--- src/rtl/or1200_vlx_getbits.sv ---
// or1200_vlx_getbits: MSB-first variable-length bit reader for the VLX path.
// Prefetches bytes from data memory through the dcpu port into a 32-bit
// left-justified buffer and serves 1..16-bit get-bits requests from it.
//
// Ports:
//   clk_i, rst_i              clock, synchronous active-low reset
//   get_bits_op_i, num_bits_i CPU request strobe and width (0 or >16 -> 16)
//   stall_cpu_o, done_o, dat_o  pipeline hold, result pulse, right-justified result
//   vlx_addr_o, fetch_o       byte fetch address and request
//   ack_i, dat_i              fetch acknowledge and fetched byte
//   spr_cs, spr_write, spr_addr, spr_dat_i, spr_dat_o  SPR window
//     0: read pointer (write restarts the stream), 1: bit count,
//     2: control (bit 0 enable), 3: status {pending, fetch state}
//
// Optional build macro: OR1200_VLX_UNSTUFF_EN drops a 0x00 byte that
// directly follows a 0xFF byte (JPEG byte-stuffing removal).

module or1200_vlx_getbits #(
  parameter int BUF_W = 32
) (
  input  logic        clk_i,
  input  logic        rst_i,
  input  logic        get_bits_op_i,
  input  logic [4:0]  num_bits_i,
  output logic        stall_cpu_o,
  output logic        done_o,
  output logic [31:0] dat_o,
  output logic [31:0] vlx_addr_o,
  output logic        fetch_o,
  input  logic        ack_i,
  input  logic [7:0]  dat_i,
  input  logic        spr_cs,
  input  logic        spr_write,
  input  logic [1:0]  spr_addr,
  input  logic [31:0] spr_dat_i,
  output logic [31:0] spr_dat_o
);

  typedef enum logic {
    ST_IDLE = 1'b0,
    ST_REQ  = 1'b1
  } state_t;

  state_t            state;
  state_t            state_nxt;

  logic [BUF_W-1:0]  bit_buf;
  logic [5:0]        bit_cnt;
  logic [31:0]       rd_ptr;
  logic              pending;
  logic [4:0]        pend_n;
  logic              enable;
  logic              stale;      // fetch in flight belongs to a discarded stream
  logic [31:0]       dat_q;

`ifdef OR1200_VLX_UNSTUFF_EN
  logic              prev_ff;
`endif

  logic              ptr_wr;
  logic              ctl_wr;
  logic              ack_take;
  logic              stuff_drop;
  logic              serve;
  logic [4:0]        req_n;
  logic [5:0]        take_n;
  logic [5:0]        cnt_after;
  logic [BUF_W-1:0]  buf_shift;
  logic [BUF_W-1:0]  app_buf;
  logic [31:0]       serve_dat;

  assign ptr_wr   = spr_cs & spr_write & (spr_addr == 2'd0);
  assign ctl_wr   = spr_cs & spr_write & (spr_addr == 2'd2);
  assign ack_take = (state == ST_REQ) & ack_i;

`ifdef OR1200_VLX_UNSTUFF_EN
  assign stuff_drop = prev_ff & (dat_i == 8'h00);
`else
  assign stuff_drop = 1'b0;
`endif

  assign req_n = ((num_bits_i == 5'd0) || (num_bits_i > 5'd16)) ? 5'd16 : num_bits_i;

  // A pointer write owns the buffer this cycle; a pending request waits for
  // the new stream instead of consuming bits that are being discarded.
  assign serve = pending & ({1'b0, pend_n} <= bit_cnt) & ~ptr_wr;

  always_comb begin
    take_n    = serve ? {1'b0, pend_n} : 6'd0;
    cnt_after = bit_cnt - take_n;
    buf_shift = bit_buf << take_n;
    // Bits below the valid region are always zero, so OR-ing the byte in
    // at the post-consume position merges serve and append in one cycle.
    app_buf   = buf_shift | ({dat_i, {(BUF_W-8){1'b0}}} >> cnt_after);
    serve_dat = bit_buf >> (6'd32 - {1'b0, pend_n});
  end

  // Fetch FSM state register
  always_ff @(posedge clk_i) begin
    if (!rst_i) begin
      state <= ST_IDLE;
    end else begin
      state <= state_nxt;
    end
  end

  // Fetch FSM next state: room for a whole byte is enough to start a fetch,
  // since the buffer can only drain while the fetch is outstanding.
  always_comb begin
    state_nxt = state;
    case (state)
      ST_IDLE: if (enable && (bit_cnt <= 6'd24)) state_nxt = ST_REQ;
      ST_REQ:  if (ack_i) state_nxt = ST_IDLE;
      default: state_nxt = ST_IDLE;
    endcase
  end

  // Buffer, pointer, request and SPR state
  always_ff @(posedge clk_i) begin
    if (!rst_i) begin
      bit_buf <= '0;
      bit_cnt <= 6'd0;
      rd_ptr  <= 32'd0;
      pending <= 1'b0;
      pend_n  <= 5'd0;
      enable  <= 1'b0;
      stale   <= 1'b0;
      dat_q   <= 32'd0;
`ifdef OR1200_VLX_UNSTUFF_EN
      prev_ff <= 1'b0;
`endif
    end else begin
      if (ptr_wr) begin
        rd_ptr  <= spr_dat_i;
        bit_buf <= '0;
        bit_cnt <= 6'd0;
        // An ack in this same cycle finishes the old fetch; otherwise the
        // byte still to come must be thrown away.
        stale   <= (state == ST_REQ) & ~ack_i;
`ifdef OR1200_VLX_UNSTUFF_EN
        prev_ff <= 1'b0;
`endif
      end else begin
        bit_buf <= buf_shift;
        bit_cnt <= cnt_after;
        if (ack_take) begin
          stale <= 1'b0;
          if (!stale) begin
            rd_ptr <= rd_ptr + 32'd1;
            if (!stuff_drop) begin
              bit_buf <= app_buf;
              bit_cnt <= cnt_after + 6'd8;
            end
`ifdef OR1200_VLX_UNSTUFF_EN
            prev_ff <= stuff_drop ? 1'b0 : (dat_i == 8'hFF);
`endif
          end
        end
      end

      if (serve) begin
        pending <= 1'b0;
        dat_q   <= serve_dat;
      end else if (get_bits_op_i && !pending) begin
        pending <= 1'b1;
        pend_n  <= req_n;
      end

      if (ctl_wr) begin
        enable <= spr_dat_i[0];
      end
    end
  end

  assign done_o      = serve;
  assign dat_o       = serve ? serve_dat : dat_q;
  assign stall_cpu_o = (get_bits_op_i & ~pending) | (pending & ~serve);
  assign fetch_o     = (state == ST_REQ);
  assign vlx_addr_o  = rd_ptr;

  always_comb begin
    spr_dat_o = 32'd0;
    if (spr_cs) begin
      case (spr_addr)
        2'd0:    spr_dat_o = rd_ptr;
        2'd1:    spr_dat_o = {26'd0, bit_cnt};
        2'd2:    spr_dat_o = {31'd0, enable};
        default: spr_dat_o = {30'd0, pending, state};
      endcase
    end
  end

endmodule

--- config.mk ---
export PLATFORM = sky130hd
export DESIGN_NAME = or1200_vlx_getbits
export DESIGN_NICKNAME = d
export VERILOG_FILES = /design/src/rtl/or1200_vlx_getbits.sv
export SDC_FILE = /design/constraint.sdc
export NUM_CORES = 1
export LEC_CHECK = 0
export ABC_AREA = 1
export BUFFER_PORTS_ARGS = -buffer_cell sky130_fd_sc_hd__buf_4
export CAP_MARGIN = 20
export CORE_MARGIN = 3
export CORE_UTILIZATION = 40
export DETAILED_ROUTE_END_ITERATION = 6
export PLACE_DENSITY = 0.57
export SKIP_CTS_REPAIR_TIMING = 1
export SYNTH_ARGS = -nofsm -noshare
export SYNTH_HDL_FRONTEND = slang
export SYNTH_SLANG_ARGS = --single-unit
--- constraint.sdc ---
create_clock -name clk_i -period 6 [get_ports clk_i]
set_input_delay 1.8 -clock clk_i [delete_from_list [all_inputs] [get_ports clk_i]]
set_output_delay 1.8 -clock clk_i [all_outputs]
set_load 0.02 [all_outputs]
After elaboration in Yosys (flattened, before gate mapping)
Cells that the tools add are included.

operators by class
  shift operators = 3
  muxes and demuxes = 17
  reduce and logical (&&, ||, !) cells = 11
  $add $sub $neg = 4
  equality and inequality tests = 3
  $lt $le $gt $ge = 3
  bitwise logic cells = 17

operator list
  operator                                               number
  two-way mux 32 bit                                     7
  one-hot mux 32 bit (3 select lines)                    1
  right shift 32 x 6 -> 32 bit                           2
  adder 32 x 1 -> 32 bit (second input constant)         1
  bitwise OR 32 bit                                      1
  left shift 32 x 5 -> 32 bit                            1
  two-way mux 6 bit                                      2
  two-way mux 5 bit                                      2
  AND 1 bit                                              9
  adder 6 x 4 -> 6 bit (second input constant)           1
  <= comparator 5 x 6 -> 1 bit                           1
  <= comparator 6 x 5 -> 1 bit (second input constant)   1
  inverter 1 bit                                         6
  subtractor 6 x 5 -> 6 bit                              1
  subtractor 6 x 5 -> 6 bit (first input constant)       1
  greater-than comparator 5 bit (second input constant)  1
  logical NOT 5 bit                                      1
  two-way mux 1 bit                                      4
  AND reduction 2 bit                                    2
  OR reduction 2 bit                                     2
  == test 2 x 1 -> 1 bit (second input constant)         1
  == test 2 bit (second input constant)                  1
  logical AND 1 bit                                      2
  logical NOT 2 bit                                      1
  other kinds (6)                                        6

word-level totals
  output and inout bits = 99
  logic and storage cells = 67
  register bits = 111

Depth between registers and ports, before layout
Gate-level depths: netlist of run 1.

  depth in word-level cells = 10
  gate-level depth with buffers = 27
  gate-level depth less buffers = 23

Least setup slack after synthesis of run 1
No wires, ideal clock.

  path type = in2out
  start point = input spr_addr[1]
  end point = output dat_o[29]
  setup slack = 0.956 ns
  data arrival time = 3.244 ns
  required time = 4.200 ns
  stages on the path = 11
  cell sequence = inv_1 -> nand2_2 -> nor2_8 -> nor2_4 -> nand2_1 -> buf_4 -> nor2_2 -> nand2_1 -> inv_1 -> a21boi_0 -> inv_1

between the ends
  longest elaborated chain between the ends = 5

ends and longest elaborated chain
  what                RTL line  source
  start, declared     34        input logic [1:0] spr_addr,
  logical NOT 2 bit   72        assign ptr_wr = spr_cs & spr_write & (spr_addr == 2'd0);
  AND 1 bit           72
  inverter 1 bit      86        assign serve = pending & ({1'b0, pend_n} <= bit_cnt) & ~ptr_wr;
  AND 1 bit           86
  two-way mux 32 bit  n/a
  end, declared       27        output logic [31:0] dat_o,

Every way passes these cells.

Worst setup path in the final report of run 1
Same ends and word-level chain as after synthesis.

==> results of run 1 <==
==> layer usage <==
metal | GRT usage [%] | wire length [um] | vias to the layer above
met4 | 7.68 | 947 | 0
met1 | 34.7 | 15100 | 4939
met5 | 0 | 0 | -
met2 | 42.5 | 16000 | 403
li1 | - | - | 5473
met3 | 4.66 | 2270 | 51
==> logic make-up after synthesis <==
| kind of cell | after synthesis |
|---|---|
| flops | 111 |
| mux | 29 |
| buf+inv | 242 |
| fa+ha+maj | 15 |
| xor+xnor | 28 |
| compound gates | 269 |
| simple gates | 890 |
==> state kept, by name, summed over array words and instances (netlist names) <==
signal	count
vlx_addr_o	32
enable	1
bit_cnt	6
bit_buf	32
stale	1
fetch_o	1
pend_n	5
pending	1
dat_q	32
==> layout by cell type (no fill, tap or decap), types with 2 or more instances in the layout <==
master,instances
nand2_1,445
nand3_1,262
buf_4,173
inv_1,135
dfxtp_1,110
o21ai_0,101
a21oi_1,89
nor2_1,87
nor3_1,43
mux2i_1,29
nand4_1,27
xor2_1,25
o211ai_1,18
ha_1,14
o21a_1,11
o21bai_1,11
a211oi_1,9
clkbuf_16,9
inv_2,8
nand2_2,7
a31oi_1,7
o22ai_1,5
o21ai_1,5
nor2_2,4
a311oi_1,4
nand3b_1,4
nor2_4,3
clkinv_1,2
a22oi_1,2
nor3_2,2
a221oi_1,2
clkinv_4,2
==> metrics by stage <==
step	std cells	hold WS [ns]	power [mW]	setup slack (ns)
4_1_cts	1988	0.476	3.31	0.709
2_1_floorplan	1584	0.453	2.18	0.956
5_1_grt	1988	0.488	3.55	0.523
3_3_place_gp	1973	0.461	2.66	0.745
3_5_place_dp	1973	0.464	2.66	0.715
6_report	1988	0.474	3.31	0.712
==> cell type report <==
class                           count  area (um^2)
Timing Repair Buffer              173         1300
Inverter                          145          544
Clock buffer                        9          225
Fill cell                        2500        11900
Sequential cell                   111         2220
Clock inverter                      6         71.3
Multi-Input combinational cell   1231         6200
Tap cell                          313          392
==> worst max-delay path, cell delays in order <==
cell	delay (ns)
buf_4	0.12
inv_1	0.09
nand2_2	0.10
nor2_8	0.12
nor2_4	0.04
nand2_1	0.10
nor2_2	0.07
nand2_1	0.32
inv_1	0.22
a21boi_0	0.27
inv_1	0.06
buf_4	0.16
==> worst min path at each step <==
stage               slack [ns]       from         to
finish                    0.47   dat_q[1]   dat_q[1]
detailed placement        0.46   dat_q[8]   dat_q[8]
global placement          0.46   dat_q[4]   dat_q[4]
CTS                       0.48   dat_q[8]   dat_q[8]
floorplan                 0.45  dat_q[30]  dat_q[30]
global route              0.49  dat_q[11]  dat_q[11]
==> power breakdown <==
part,internal (mW),switching (mW),total [mW]
logic,0.542,1.23,1.78
registers,0.813,0.0847,0.898
clock network,0.327,0.312,0.638
==> results.txt, run 1 <==
Status -> complete, no violations
Reg2reg end -> bit_buf[6]
FF-to-FF Start -> bit_cnt[1]
First-pass GRT wire length -> 54,000 um
Power Density -> 302 mW/mm^2
Ratio of cells with drive above 1 in the final layout -> 13.2%
Initial Util -> 41.2%
Max_cap viols -> 0
Reg-to-reg slack, setup -> 1.34 ns
Number of flops mapped to enable cells by yosys -> 0
1st-pass router iterations -> 6
Design area -> 0.0110 mm^2
Async SR Flop Fraction -> 0%
Slew at the pin closest to its max-slew limit -> 1.10 ns
Drt via density -> 5.47
Initial antenna violation count -> 0
Final Cycle Share -> 88.1%
Syn avg cell area -> 5.94 um^2
Post-synth top area cell -> dfxtp_1
DR WL/cell -> 17.3 um
Latest clock arrival within the worst-skew pair -> 0.36 ns
Main synth FF type -> dfxtp_1
Die W -> 159 um
CTS buffer count -> 9
Placement Cell Area -> 0.0107 mm^2
Clk sinks -> 111
RSZ-0062 raised after global routing -> false
Placer Congestion -> 0.949
I/O pins -> 152
CTS H-tree depth -> 3
Nets@finish -> 1,739
Max_slew headroom -> 26.3%
Fmax -> 189 MHz
Vias in the first global route -> 9,888
Largest net degree at the start of global routing -> 81
Post-DP HPWL -> 25,900 um
Main combinational cell family by area after synthesis -> simple AND/OR/NAND/NOR gates
Crit Path Class -> primary input to primary output
Commonest cells in the netlist -> 445 x nand2_1, 262 x nand3_1, 136 x inv_1
Die height -> 159 um
Synthesized cell area -> 0.00940 mm^2
Clock Skews -> 0.0123 ns
CTS tree -> done
Total Wirelength -> 34,300 um
Syn_nets -> 1,652
Critical Path End Type -> primary output
Seq/Total Area, Yosys -> 23.6%
Final min period -> 5.29 ns
Critical Path Start Type -> primary input
Core area -> 0.0228 mm^2
Mapped Cells -> 1,584
Compound-cell area share of the yosys netlist -> 16.3%
Setup TNS -> 0 ns
WP data required -> 4.20 ns
CTS clk-pin slew, worst paths -> 0.07 ns
Proportion of synthesized area in mux cells -> 3.09%
Synth Area in Simple Gates -> 41.7%
Max clock buf depth -> 2
Util after Layout -> 47.9%
HP Class -> flip-flop to flip-flop
Final hold violations -> 0
Hold path depth -> 2
Row count -> 55
Top-count cell post-synth -> nand2_1
XOR/XNOR Fraction of Synth Area -> 2.61%
Antenna-violating nets left -> 0
Die Footprint -> 0.0254 mm^2
Area delta synth->final -> 16.5%
Syn. warnings -> 0
Total number of vias -> 10,900
Root Buffer -> clkbuf_16
Synth area leaders -> dfxtp_1 24%, nand2_1 18%, nand3_1 14%, inv_1 5.4%, o21ai_0 5.4%
Leak -> 5.09 nW
Crit path DAT -> 3.49 ns
Residual DRC -> 0
Worst R2R Path Depth -> 22
Port Buffers -> 151
Critical path endpoint -> dat_o[29]
Antenna diodes -> 0
VDD IR max -> 0.163 mV
Crit path max fanout -> 9
Total GRT Usage -> 25.9%
Post-synth top area share -> 23.6%
Yosys cell types -> 47
GRT overflow -> 0
Setup crit start -> spr_addr[1]
Fin. max-slew vios -> 0
Adder-cell area share of the yosys netlist -> 2.08%
Initial drt markers -> 1,004
Final setup violation count -> 0
Yosys reg bits -> 111
Note: power is estimated with default switching activity, not from simulation.
==> run 2: changes to the inputs <==
--- a/config.mk
+++ b/config.mk
@@ -8,6 +8,7 @@
 export ABC_AREA = 1
 export BUFFER_PORTS_ARGS = -buffer_cell sky130_fd_sc_hd__buf_4
 export CAP_MARGIN = 20
+export CORE_ASPECT_RATIO = 1.2
 export CORE_MARGIN = 3
 export CORE_UTILIZATION = 40
 export DETAILED_ROUTE_END_ITERATION = 6
==> results.txt, run 2 (synthesis gave the netlist of run 1 again) <==
Setup TNS -> 0 ns
Antenna diodes -> 0
1st-pass router iterations -> 6
Post-DP HPWL -> 25,800 um
Clk sinks -> 111
Max_cap viols -> 0
CTS clk-pin slew, worst paths -> 0.08 ns
Initial Util -> 41.3%
Antenna-violating nets left -> 0
WL met1 -> 14,600 um
Crit path max fanout -> 9
Clock Skews -> 0.0111 ns
Commonest non-fill, non-tap cell in the layout -> nand2_1
Row count -> 60
Fillcell total -> 2,500
Crit-path leading delay family -> simple AND/OR/NAND/NOR gates
Util after Layout -> 48.3%
Drt via density -> 5.42
Leak -> 5.11 nW
Overall power -> 3.32 mW
WP data required -> 4.20 ns
Crit path DAT -> 3.46 ns
Nets@finish -> 1,740
Wire length on met2 -> 16,700 um
Port Buffers -> 151
Most frequent cells in the layout -> 445 x nand2_1, 262 x nand3_1, 173 x buf_4
HP Class -> flip-flop to flip-flop
Crit Path Class -> primary input to primary output
CP dominant cell by count -> inv_1
Slew at the pin closest to its max-slew limit -> 0.955 ns
Total number of vias -> 10,800
GRT overflow -> 0
Top routing layer in use -> met4
Die W -> 146 um
Reg area -> 0.00222 mm^2
Design area -> 0.0110 mm^2
Fin. max-slew vios -> 0
Critical Path End Type -> primary output
Placement Cell Area -> 0.0107 mm^2
Bufs and invs on worst path -> 5
CP max stage cell -> nand2_1
Final setup violation count -> 0
Final min period -> 5.26 ns
Area delta synth->final -> 17.0%
I/O pins -> 152
Residual DRC -> 0
CTS tree -> done
Critical Path Start Type -> primary input
Multi-input gate area -> 0.00620 mm^2
DR WL/cell -> 17.2 um
Power Density -> 302 mW/mm^2
Core area -> 0.0227 mm^2
CTS H-tree depth -> 3
First-pass GRT wire length -> 54,400 um
Die Footprint -> 0.0254 mm^2
Die height -> 174 um
Final Cycle Share -> 87.7%
Initial antenna violation count -> 0
Max clock buf depth -> 2
Placer Congestion -> 0.961
CTS buffer count -> 9
Fmax -> 190 MHz
Vias in the first global route -> 10,100
Ratio of cells with drive above 1 in the final layout -> 13.3%
Final hold slack -> 0.475 ns
Root Buffer -> clkbuf_16
Total Wirelength -> 34,100 um
Crit path cell chain -> buf_4, inv_1, nand2_2, nor2_8, nor2_4, nand2_1, nor2_2, nand2_1, inv_1, a21boi_0, inv_1, buf_4
Latest clock arrival within the worst-skew pair -> 0.37 ns
Largest net degree at the start of global routing -> 81
VDD IR max -> 0.153 mV
Max_slew headroom -> 36.3%
Crit-path max cell delay -> 0.31 ns
RSZ-0062 raised after global routing -> false
Met3 routed WL -> 1790 um
Final hold violations -> 0
Total GRT Usage -> 26.2%
Status -> complete, no violations
Initial drt markers -> 904
run 2: power breakdown:
| group | switching, mW | total (mW) | internal [mW] |
|---|---|---|---|
| combinational | 1.22 | 1.76 | 0.544 |
| clock | 0.320 | 0.664 | 0.344 |
| sequential | 0.0789 | 0.892 | 0.813 |
| total | 1.62 | 3.32 | 1.70 |
run 2: final cells by class:
cell class,instances,share of cell area [%]
clock buffers,10,2.17
repair buffers,174,12.1
inverters,145,4.95
flip-flops and latches,111,20.2
clock inverters,6,0.706
well taps,310,3.53
multi-input cells,1231,56.4
run 2: worst paths after layout:
check,start,to,slack [ns],cells after the start
worst max-delay path,spr_addr[1],dat_o[29],0.74,12
worst max register to register,bit_cnt[1],bit_buf[3],1.43,22
worst min-delay path,dat_q[4],dat_q[4],0.48,2
worst min register to register,dat_q[4],dat_q[4],0.48,2
run 2: worst reg2reg max path, stage by stage, from the launching register on:
cell and delay (ns):
dfxtp_1 0.44, inv_1 0.12, ha_1 0.32, nand2_1 0.07, nand2_1 0.04, nand2_1 0.05
nand3_1 0.07, nand2_2 0.38, nand2_1 0.16, buf_4 0.31, nor2_2 0.13, buf_4 0.31
clkinv_1 0.14, ha_1 0.34, inv_1 0.10, nor3_1 0.06, a211oi_1 0.25, nand2_1 0.09
nand2_1 0.07, nand3_1 0.15, nor2_1 0.58, nand3_1 0.17, a21oi_1 0.15
run 2: through the flow:
stage               std cells  worst slack, ns
global placement         1970            0.764
CTS                      1986            0.726
global route             1987            0.499
finish                   1987            0.738
floorplan                1584            0.956
detailed placement       1970            0.727
run 2: layer usage:
layer | vias to the layer above | global-route usage (%)
li1 | 5463 | -
met3 | 56 | 3.99
met5 | - | 0
met4 | 0 | 8.67
met1 | 4906 | 33.4
met2 | 349 | 45.2
==> run 3: changes to the inputs <==
==> constraint.sdc (replaced) <==
create_clock -name clk_i -period 6.7 [get_ports clk_i]
set_input_delay 2.01 -clock clk_i [delete_from_list [all_inputs] [get_ports clk_i]]
set_output_delay 2.01 -clock clk_i [all_outputs]
set_load 0.02 [all_outputs]
==> results.txt, run 3 (synthesis gave the netlist of run 1 again) <==
DR WL/cell -> 17.2 um
Clk sinks -> 111
Post-DP HPWL -> 25,500 um
CTS tree -> done
Largest net degree at the start of global routing -> 81
Latest clock arrival within the worst-skew pair -> 0.37 ns
Critical Path End Type -> primary output
Overall power -> 3.01 mW
Slew at the pin closest to its max-slew limit -> 0.939 ns
Fin. max-slew vios -> 0
First-pass GRT wire length -> 54,500 um
Antenna-violating nets left -> 0
Logic pwr share -> 52.4%
Initial antenna violation count -> 0
Total number of vias -> 10,700
Residual DRC -> 0
CTS H-tree depth -> 3
Total Wirelength -> 34,100 um
CTS buffer count -> 9
WP data required -> 4.69 ns
Final Cycle Share -> 86.8%
Leak -> 5.11 nW
Final setup violation count -> 0
Core area -> 0.0227 mm^2
Setup TNS -> 0 ns
Design area -> 0.0110 mm^2
Commonest non-fill, non-tap cell in the layout -> nand2_1
P_int -> 1.55 mW
VDD IR max -> 0.130 mV
Crit path max fanout -> 17
Port Buffers -> 151
1st-pass router iterations -> 5
Ratio of cells with drive above 1 in the final layout -> 13.1%
CTS clk-pin slew, worst paths -> 0.09 ns
Seq pwr share -> 26.4%
Net Sw Frac -> 48.5%
Drt via density -> 5.41
Max_cap viols -> 0
Row count -> 60
Final hold violations -> 0
Crit Path Class -> primary input to primary output
Placer Congestion -> 0.933
Fillcell total -> 2,524
Clock Skews -> 0.0172 ns
Die Footprint -> 0.0254 mm^2
RSZ-0062 raised after global routing -> false
Antenna diodes -> 0
Vias in the first global route -> 10,200
Fmax -> 172 MHz
Placement Cell Area -> 0.0106 mm^2
GRT overflow -> 0
Total GRT Usage -> 26.1%
Status -> complete, no violations
Nets@finish -> 1,737
Power Density -> 274 mW/mm^2
Max_slew headroom -> 37.3%
Initial Util -> 41.3%
Final min period -> 5.82 ns
Root Buffer -> clkbuf_16
Util after Layout -> 48.3%
Max clock buf depth -> 2
Die W -> 146 um
Final hold slack -> 0.476 ns
HP Class -> flip-flop to flip-flop
I/O pins -> 152
Die height -> 174 um
Initial drt markers -> 911
Crit path DAT -> 3.81 ns
Critical Path Start Type -> primary input
Area delta synth->final -> 17.0%
Most frequent cells in the layout -> 445 x nand2_1, 262 x nand3_1, 170 x buf_4
Sw Pwr -> 1.46 mW
Clock power frac -> 21.2%
## run 3: stage by stage
stage,std cells,setup WS (ns)
floorplan,1584,1.24
global placement,1967,0.933
detailed placement,1967,0.870
CTS,1983,0.873
global route,1984,0.625
finish,1984,0.882
## run 3: final timing paths
check	startpoint	to	slack, ns	cells after the start
worst max-delay path	spr_addr[1]	dat_o[29]	0.88	13
worst min-delay path	dat_q[31]	dat_q[31]	0.48	2
worst max register to register	bit_cnt[4]	bit_buf[4]	1.75	21
worst min register to register	dat_q[31]	dat_q[31]	0.48	2
## run 3: per-layer routing
metal | global-route usage, % | vias up | routed length [um] | share of wire, %
li1 | - | 5457 | - | -
met5 | 0 | - | 0 | 0
met1 | 34.2 | 4868 | 14900 | 44
met4 | 7.88 | 0 | 895 | 2.6
met3 | 3.47 | 52 | 1860 | 5.4
met2 | 44.9 | 350 | 16500 | 48
## run 3: final cells by class
type	instances	area (um^2)	share of cell area, %
inverters	145	544	4.95
flip-flops and latches	111	2220	20.2
repair buffers	171	1300	11.9
well taps	310	388	3.53
multi-input cells	1231	6200	56.4
clock inverters	7	114	1.04
clock buffers	9	225	2.05
## run 3: critical path, stage by stage
cell and delay [ns]:
buf_4 0.12, inv_1 0.09, nand2_2 0.10, nor2_8 0.12, nor2_4 0.04, nand2_1 0.12, nor2_2 0.04, buf_4 0.19
nand2_1 0.27, inv_1 0.20, a21boi_0 0.26, inv_1 0.07, buf_4 0.16
## run 3: power groups by stage
stage,Sequential [mW],Clock [mW],Combinational (mW)
after CTS,0.797,0.651,1.57
after global placement,0.813,0,1.56
after floorplan,0.782,0,1.17
after detailed placement,0.812,0,1.56
final,0.797,0.638,1.58
after global routing,0.804,0.670,1.76
